==> config.mk <==
export PLATFORM = sky130hd
export DESIGN_NAME = csr_access_unit_flat
export DESIGN_NICKNAME = d
export VERILOG_FILES = /design/src/rtl/csr_access_unit_if.sv /design/src/rtl/csr_access_unit.sv /design/src/flat_wrapper.sv
export SDC_FILE = /design/constraint.sdc
export NUM_CORES = 1
export LEC_CHECK = 0
export ABC_AREA = 1
export BUFFER_PORTS_ARGS = -buffer_cell sky130_fd_sc_hd__buf_2
export CORE_MARGIN = 2
export CORE_UTILIZATION = 47
export DETAILED_ROUTE_END_ITERATION = 8
export PLACE_DENSITY = 0.8
export SLEW_MARGIN = 20
export SYNTH_ARGS = -nofsm -noshare
export SYNTH_HDL_FRONTEND = slang
export SYNTH_SLANG_ARGS = --single-unit
==> constraint.sdc <==
create_clock -name clk -period 4.8 [get_ports clk]
set_input_delay 0.24 -clock clk [delete_from_list [all_inputs] [get_ports clk]]
set_output_delay 0.24 -clock clk [all_outputs]
set_load 0.02 [all_outputs]
==> src/rtl/csr_access_unit_if.sv <==
// ============================================================================
// Module      : csr_access_unit_if
// Description : Core request/response and CSR responder bus for csr_access_unit.
// Revision    : 1.0 - initial release
// ============================================================================
`default_nettype none

interface csr_access_unit_if;
  logic        reqValid;
  logic        reqReady;
  logic [1:0]  reqOp;
  logic [11:0] reqAddress;
  logic [31:0] reqWriteData;
  logic        reqWriteSuppress;
  logic        respValid;
  logic [31:0] respData;
  logic        respIllegal;
  logic        csrReadEnable;
  logic [11:0] csrReadAddress;
  logic [31:0] csrReadData;
  logic        csrRequestOutput;
  logic        csrWriteEnable;
  logic [11:0] csrWriteAddress;
  logic [31:0] csrWriteData;

  // Access unit side
  modport slave (
    input  reqValid, reqOp, reqAddress, reqWriteData, reqWriteSuppress,
    output reqReady, respValid, respData, respIllegal,
    output csrReadEnable, csrReadAddress, csrWriteEnable, csrWriteAddress, csrWriteData,
    input  csrReadData, csrRequestOutput
  );

  // Core and responder side
  modport master (
    output reqValid, reqOp, reqAddress, reqWriteData, reqWriteSuppress,
    input  reqReady, respValid, respData, respIllegal,
    input  csrReadEnable, csrReadAddress, csrWriteEnable, csrWriteAddress, csrWriteData,
    output csrReadData, csrRequestOutput
  );
endinterface

`default_nettype wire

==> src/rtl/csr_access_unit.sv <==
// ============================================================================
// Module      : csr_access_unit
// Description : Sequences CSR RW/RS/RC accesses as read, optional write, response.
//               Define CSR_ACCESS_READONLY_CHECK_EN to reject writes to read-only CSRs.
// Revision    : 1.0 - initial release
// ============================================================================
`default_nettype none

module csr_access_unit (
  input  logic           clk,
  input  logic           rst,
  csr_access_unit_if.slave bus
);

  typedef enum logic [1:0] {
    IDLE  = 2'd0,
    READ  = 2'd1,
    WRITE = 2'd2,
    DONE  = 2'd3
  } state_t;

  localparam logic [1:0] c_op_none = 2'b00;
  localparam logic [1:0] c_op_rw   = 2'b01;
  localparam logic [1:0] c_op_rs   = 2'b10;

  state_t      r_state, w_state;
  logic [1:0]  r_op, w_op;
  logic [11:0] r_addr, w_addr;
  logic [31:0] r_operand, w_operand;
  logic        r_suppress, w_suppress;
  logic [31:0] r_old, w_old;
  logic        r_illegal, w_illegal;

  logic        r_ready;
  logic        r_rd_en, w_rd_en;
  logic [11:0] r_rd_addr, w_rd_addr;
  logic        r_wr_en, w_wr_en;
  logic [11:0] r_wr_addr, w_wr_addr;
  logic [31:0] r_wr_data, w_wr_data;
  logic        r_resp_valid, w_resp_valid;
  logic [31:0] r_resp_data, w_resp_data;
  logic        r_resp_illegal, w_resp_illegal;

  logic        w_accept;
  logic [31:0] w_read_value;
  logic [31:0] w_new_value;
  logic        w_write_required;
  logic        w_ro_violation;

  assign w_accept         = bus.reqValid && r_ready;
  assign w_read_value     = bus.csrRequestOutput ? bus.csrReadData : 32'd0;
  assign w_write_required = (r_op == c_op_rw) || !r_suppress;

`ifdef CSR_ACCESS_READONLY_CHECK_EN
  assign w_ro_violation   = (r_addr[11:10] == 2'b11);
`else
  assign w_ro_violation   = 1'b0;
`endif

  // Only consumed on the READ->WRITE edge, so it works from the live read data
  always_comb begin
    w_new_value = r_operand;
    case (r_op)
      c_op_rw: w_new_value = r_operand;
      c_op_rs: w_new_value = w_read_value | r_operand;
      default: w_new_value = w_read_value & ~r_operand;
    endcase
  end

  always_comb begin
    w_state    = r_state;
    w_op       = r_op;
    w_addr     = r_addr;
    w_operand  = r_operand;
    w_suppress = r_suppress;
    w_old      = r_old;
    w_illegal  = r_illegal;

    case (r_state)
      IDLE: begin
        if (w_accept) begin
          w_op       = bus.reqOp;
          w_addr     = bus.reqAddress;
          w_operand  = bus.reqWriteData;
          w_suppress = bus.reqWriteSuppress;
          w_old      = 32'd0;
          if (bus.reqOp == c_op_none) begin
            w_illegal = 1'b1;
            w_state   = DONE;
          end else begin
            w_illegal = 1'b0;
            w_state   = READ;
          end
        end
      end
      READ: begin
        if (!bus.csrRequestOutput || (w_write_required && w_ro_violation)) begin
          w_old     = 32'd0;
          w_illegal = 1'b1;
          w_state   = DONE;
        end else begin
          w_old   = w_read_value;
          w_state = w_write_required ? WRITE : DONE;
        end
      end
      WRITE:   w_state = DONE;
      default: w_state = IDLE;
    endcase
  end

  // Outputs are registered from the next state so every strobe comes straight off a flop
  always_comb begin
    w_rd_en        = (w_state == READ);
    w_rd_addr      = w_rd_en ? w_addr : 12'd0;
    w_wr_en        = (w_state == WRITE);
    w_wr_addr      = w_wr_en ? w_addr : 12'd0;
    w_wr_data      = w_wr_en ? w_new_value : 32'd0;
    w_resp_valid   = (w_state == DONE);
    w_resp_data    = w_resp_valid ? w_old : 32'd0;
    w_resp_illegal = w_resp_valid ? w_illegal : 1'b0;
  end

  always_ff @(posedge clk or posedge rst) begin
    if (rst) begin
      r_state        <= IDLE;
      r_op           <= 2'd0;
      r_addr         <= 12'd0;
      r_operand      <= 32'd0;
      r_suppress     <= 1'b0;
      r_old          <= 32'd0;
      r_illegal      <= 1'b0;
      r_ready        <= 1'b1;
      r_rd_en        <= 1'b0;
      r_rd_addr      <= 12'd0;
      r_wr_en        <= 1'b0;
      r_wr_addr      <= 12'd0;
      r_wr_data      <= 32'd0;
      r_resp_valid   <= 1'b0;
      r_resp_data    <= 32'd0;
      r_resp_illegal <= 1'b0;
    end else begin
      r_state        <= w_state;
      r_op           <= w_op;
      r_addr         <= w_addr;
      r_operand      <= w_operand;
      r_suppress     <= w_suppress;
      r_old          <= w_old;
      r_illegal      <= w_illegal;
      r_ready        <= (w_state == IDLE);
      r_rd_en        <= w_rd_en;
      r_rd_addr      <= w_rd_addr;
      r_wr_en        <= w_wr_en;
      r_wr_addr      <= w_wr_addr;
      r_wr_data      <= w_wr_data;
      r_resp_valid   <= w_resp_valid;
      r_resp_data    <= w_resp_data;
      r_resp_illegal <= w_resp_illegal;
    end
  end

  assign bus.reqReady        = r_ready;
  assign bus.csrReadEnable   = r_rd_en;
  assign bus.csrReadAddress  = r_rd_addr;
  assign bus.csrWriteEnable  = r_wr_en;
  assign bus.csrWriteAddress = r_wr_addr;
  assign bus.csrWriteData    = r_wr_data;
  assign bus.respValid       = r_resp_valid;
  assign bus.respData        = r_resp_data;
  assign bus.respIllegal     = r_resp_illegal;

endmodule

`default_nettype wire

==> src/flat_wrapper.sv <==
// flat-port wrapper written by rule: the top's interface ports become plain ports
module csr_access_unit_flat 
  (clk, rst, bus_reqValid, bus_reqOp, bus_reqAddress, bus_reqWriteData, bus_reqWriteSuppress, bus_reqReady, bus_respValid, bus_respData, bus_respIllegal, bus_csrReadEnable, bus_csrReadAddress, bus_csrWriteEnable, bus_csrWriteAddress, bus_csrWriteData, bus_csrReadData, bus_csrRequestOutput);
  csr_access_unit_if bus_i ();
  input  logic clk;
  input  logic rst;
  input wire logic [$bits(bus_i.reqValid)-1:0] bus_reqValid;
  input wire logic [$bits(bus_i.reqOp)-1:0] bus_reqOp;
  input wire logic [$bits(bus_i.reqAddress)-1:0] bus_reqAddress;
  input wire logic [$bits(bus_i.reqWriteData)-1:0] bus_reqWriteData;
  input wire logic [$bits(bus_i.reqWriteSuppress)-1:0] bus_reqWriteSuppress;
  output wire logic [$bits(bus_i.reqReady)-1:0] bus_reqReady;
  output wire logic [$bits(bus_i.respValid)-1:0] bus_respValid;
  output wire logic [$bits(bus_i.respData)-1:0] bus_respData;
  output wire logic [$bits(bus_i.respIllegal)-1:0] bus_respIllegal;
  output wire logic [$bits(bus_i.csrReadEnable)-1:0] bus_csrReadEnable;
  output wire logic [$bits(bus_i.csrReadAddress)-1:0] bus_csrReadAddress;
  output wire logic [$bits(bus_i.csrWriteEnable)-1:0] bus_csrWriteEnable;
  output wire logic [$bits(bus_i.csrWriteAddress)-1:0] bus_csrWriteAddress;
  output wire logic [$bits(bus_i.csrWriteData)-1:0] bus_csrWriteData;
  input wire logic [$bits(bus_i.csrReadData)-1:0] bus_csrReadData;
  input wire logic [$bits(bus_i.csrRequestOutput)-1:0] bus_csrRequestOutput;
  assign bus_i.reqValid = bus_reqValid;
  assign bus_i.reqOp = bus_reqOp;
  assign bus_i.reqAddress = bus_reqAddress;
  assign bus_i.reqWriteData = bus_reqWriteData;
  assign bus_i.reqWriteSuppress = bus_reqWriteSuppress;
  assign bus_reqReady = bus_i.reqReady;
  assign bus_respValid = bus_i.respValid;
  assign bus_respData = bus_i.respData;
  assign bus_respIllegal = bus_i.respIllegal;
  assign bus_csrReadEnable = bus_i.csrReadEnable;
  assign bus_csrReadAddress = bus_i.csrReadAddress;
  assign bus_csrWriteEnable = bus_i.csrWriteEnable;
  assign bus_csrWriteAddress = bus_i.csrWriteAddress;
  assign bus_csrWriteData = bus_i.csrWriteData;
  assign bus_i.csrReadData = bus_csrReadData;
  assign bus_i.csrRequestOutput = bus_csrRequestOutput;
  csr_access_unit u_core (.clk(clk), .rst(rst), .bus(bus_i));
endmodule
Yosys cells after proc, flatten, opt, wreduce, memory -nomap -nowiden
Cells that the tools add are included.
- register bits after elaboration: 175
- bits of input ports: 83
- output and inout port bits: 93
- word-level logic and storage cells: 54
- eq/ne operators: 7
- multiplexer cells: 21
- bitwise gates (word level): 3
- reductions and logical operators: 7
- operators by type and width (cell ; count):
    $mux 32 ; 5
    $pmux 32 s2 ; 2
    $mux 12 ; 4
    $and 32x32->32 ; 1
    $not 32->32 ; 1
    $or 32x32->32 ; 1
    $eq 2x2->1 const B ; 4
    $eq 2x1->1 const B ; 3
    $logic_not 2->1 ; 3
    $mux 2 ; 3
    $pmux 2 s3 ; 1
    $mux 1 ; 5
    $pmux 1 s2 ; 1
    $reduce_and 2->1 ; 1
    $logic_and 1x1->1 ; 1
    $logic_not 1->1 ; 1
    $logic_or 1x1->1 ; 1

Depth between registers and ports, before layout
- depth after elaboration: 7
- gate-level depth with buffers: 10
- mapped depth without buffers: 9

Worst setup path before layout
Ideal clock, no wire load.
- kind: reg2reg
- start point: reg u_core.r_state[0]
- end point: reg u_core.r_wr_addr[10] (netlist: u_core.bus.csrWriteAddress[10])
- setup time: 0.072 ns
- arrival: 1.495 ns
- required time: 4.728 ns
- slack: 3.233 ns
- stages on the path, launching flop included: 10
- buffers on the path: 2
- clock period less this slack: 1.567 ns
- cells stage by stage: dfrtp_1 > inv_1 > ha_1 > nand3_2 > buf_6 > nand2_4 > nor2_4 > nand3_4 > buf_6 > nor2_1
- cells in the longest elaborated chain, start to end: 4
- elaborated cells on any way between the ends: 8
- classes of those cells: eq/ne (3); mux (4); reduce/logical (1)
- RTL lines (what ; RTL line ; source):
    start: declaration ; csr_access_unit.sv:26 ; state_t r_state, w_state;
    start signal: assignment ; csr_access_unit.sv:142 ; r_state <= w_state;
    $eq 2x2->1 (tied with other cells) ; csr_access_unit.sv:79 ; case (r_state)
    $pmux 2 s3 ; csr_access_unit.sv:79 ;
    $eq 2x2->1 ; csr_access_unit.sv:115 ; w_wr_en = (w_state == WRITE);
    $mux 12 (*) ; csr_access_unit.sv:116 ; w_wr_addr = w_wr_en ? w_addr : 12'd0;
    via u_core.w_wr_addr[10] ; csr_access_unit.sv:38 ; logic [11:0] r_wr_addr, w_wr_addr;
    end signal: assignment ; csr_access_unit.sv:153 ; r_wr_addr <= w_wr_addr;
    end: declaration ; csr_access_unit.sv:38 ;
The timed path passes the listed nets; every way through them passes the cells marked *.
A chain may end at the register's enable or synchronous reset.

Final worst setup path
- start point: reg u_core.r_state[0]
- end point: reg u_core.r_wr_addr[8] (netlist: u_core.bus.csrWriteAddress[8])
Same word-level chain as after synthesis.

==> qor.csv <==
metric;value;unit
Avg WL per Cell;15.2;um
post-synth top area share;64.0;%
biggest area consumer among synthesized cells;dfrtp_1;
dpl ws;2110;ps
crit path kind;reg2reg;
hold path endpoint;u_core.r_operand[30]$_DFFE_PP0P_;
total power;6.08;mW
CP max FO;77;
Critical Path RT;5080;ps
cell count after placement;1026;
DP Area;7710;um2
status;finished, final reports clean;
grt ovf;0;
post-cts sizing count;0;
worst hold path class;in2reg;
fin crit share;57.3;%
largest net degree at the start of global routing;176;
CP Capture Type;flip-flop;
antenna-violating nets left;0;
Post-Syn Instances;702;
DRC Markers;0;
worst reg-to-reg path cell count;6;
die area;15400;um2
Synth Area in Compound Gates;10.1;%
DRT iter0 DRCs;339;
vias in the first global route;5305;
final instance area;8340;um2
CP arrival;3030;ps
FMAX;363;MHz
final wirelength;16100;um
CTS buffer count;17;
Clock Sinks;175;
setup ws final;2050;ps
FF+latch count, synth;175;
Min Hold Slack;20.0;ps
number of max-cap violations;0;
cell area after synthesis;6800;um2
# fillers;1224;
Core Rows;43;
CTS root buf;clkbuf_16;
IO Count;176;
Worst Skew;6.16;ps
worst slew pin tran;1110;ps
worst hold start;bus_reqWriteData[30];
initial antenna violation count;1;
Clk pin slew, worst setup/hold paths;60;ps
Starting Density;48.6;%
TritonRoute pass-1 iters;5;
H-tree lvl count;4;
drt via density;4.95;
Slew Viols, Final;0;
Post-CTS Setup Bufs;0;
Die Wd;124;um
GP Congestion;0.794;
Post-Syn Nets;791;
count of non-filler cells in the finished layout;1059;
Yosys warning total;0;
detailed placement HPWL;9920;um
hold path depth;3;
Synth cell types;23;
pwr dens;730;nW/um2
Register Area;4380;um2
final core occ;59.6;%
R2R setup slack;2050;ps
TritonCTS clock tree;built;
layout cells sized above 1;26.8;%
Critical Path Start Type;flip-flop;
RSZ-0062 raised after global routing;false;
clock buffer depth;2;
post-synthesis xor/xnor area fraction;0;%
Hold Buf Count CTS;0;
synth top area cells;dfrtp_1 (64%), o21ai_0 (7.5%), nor2_1 (6.9%);
nets;954;
Synth Area in Simple Gates;15.4;%
clock latency on the worst-skew pair;420;ps
Synth Area in Adders;1.10;%
Rel. slew slack;26.0;%
sequential element share of the synthesized area;64.4;%
VDD IR max;0.421;mV
largest family of logic cells by synthesized area;simple AND/OR/NAND/NOR gates;
Tmin final;2750;ps
Synth-to-Final Area Change;22.6;%
global-route wire length before repair;26500;um
core area;14000;um2
Multi-input gate area;1810;um2
Static Leak;4.66;nW
Avg Cell Area, Syn;9.69;um2
Setup TNS Final;0;ps
port bufs;175;
worst r2r src;u_core.r_state[0]$_DFF_PP0_;
GRT Total Usage;21.8;%
routed vias;5242;
final setup fails;0;
final hold vios;0;
FF-to-FF End;u_core.bus.csrWriteAddress[8]$_DFF_PP0_;
mux contribution to synthesized area;0;%
die span in y;124;um
area by class of cell:
type / count / share of cell area [%]
Sequential cell: 175 / 52.5
Multi-Input combinational cell: 394 / 21.8
Timing Repair Buffer: 178 / 10.9
Clock buffer: 23 / 5.97
Inverter: 99 / 4.52
Tap cell: 180 / 2.70
Clock inverter: 9 / 1.56
Antenna cell: 1 / 0.0300
metal layers:
layer  vias up  GRT usage, %  part of all wire, %  wire length (um)
li1       2486             -                    -                 -
met1      2534          29.2                   44              7010
met2       198          34.2                   48              7670
met3        24          6.53                  6.8              1090
met4         0          7.60                  2.1               330
met5         -             0                    0                 0
critical path, cell delays in order (launching register included):
cell      delay (ps)
dfrtp_1          390
inv_1             80
ha_1             270
nand3_2          310
clkinv_2         790
o21ai_0          640
nor2_1           110
registers in the layout (all words and copies together), names as in the netlist:
register,cells
u_core.r_op,2
u_core.r_addr,12
u_core.bus.respIllegal,1
u_core.bus.csrReadAddress,12
u_core.bus.csrWriteData,32
u_core.r_operand,32
u_core.bus.csrWriteEnable,1
u_core.bus.respData,32
u_core.bus.csrReadEnable,1
u_core.r_illegal,1
u_core.r_old,32
u_core.bus.csrWriteAddress,12
u_core.r_suppress,1
u_core.bus.reqReady,1
u_core.r_state,2
u_core.bus.respValid,1
worst max path at each step:
stage | from | to
2_1_floorplan | rst | u_core.bus.csrReadAddress[0]$_DFF_PP0_
3_3_place_gp | u_core.r_state[0]$_DFF_PP0_ | u_core.bus.csrWriteAddress[4]$_DFF_PP0_
3_5_place_dp | u_core.r_state[1]$_DFF_PP0_ | u_core.bus.csrWriteAddress[1]$_DFF_PP0_
4_1_cts | u_core.r_state[1]$_DFF_PP0_ | u_core.bus.csrWriteAddress[8]$_DFF_PP0_
5_1_grt | u_core.r_state[0]$_DFF_PP0_ | u_core.bus.csrWriteAddress[3]$_DFF_PP0_
6_report | u_core.r_state[0]$_DFF_PP0_ | u_core.bus.csrWriteAddress[8]$_DFF_PP0_
cells by family (layout without fill, tap and decap cells):
family,Yosys count,after routing
buffers and inverters,133,309
DFF,175,175
other,0,1
AOI/OAI and AO/OA,137,137
adders and majority gates,6,6
and+or+nand+nor,251,251
layout by cell type (no fill, tap or decap), types with 3 or more instances in the layout:
cell type,instances
inv_1,94
or2_2,12
clkbuf_16,17
clkinv_2,4
buf_2,175
clkbuf_8,5
bufinv_16,3
dfrtp_1,174
nand3_1,12
nor2_1,123
o21ai_0,102
ha_1,6
a21oi_1,34
nand2_1,95
power breakdown:
group | internal, mW | switching (mW) | total (mW) | leakage (nW)
Combinational | 0.665 | 1.73 | 2.40 | 2.08
Sequential | 2.07 | 0.179 | 2.25 | 2.27
Clock | 0.887 | 0.551 | 1.44 | 0.309
Total | 3.62 | 2.46 | 6.08 | 4.66
synthesized netlist by cell type:
| cell type | count |
|---|---|
| o21ai_1 | 1 |
| inv_1 | 96 |
| a21oi_1 | 34 |
| dfstp_2 | 1 |
| nand2_1 | 95 |
| nor2_1 | 125 |
| nand3_4 | 1 |
| nand3_1 | 12 |
| buf_2 | 2 |
| nand2_2 | 1 |
| buf_6 | 12 |
| dfrtp_1 | 174 |
| nand2_4 | 2 |
| or2_2 | 12 |
| nor2_8 | 1 |
| o21ai_0 | 102 |
| clkbuf_1 | 15 |
| inv_2 | 2 |
| nand3_2 | 1 |
| ha_1 | 6 |
| buf_4 | 5 |
| clkinv_1 | 1 |
| nor2_4 | 1 |
No activity file was read; power rests on OpenSTA's default activity.
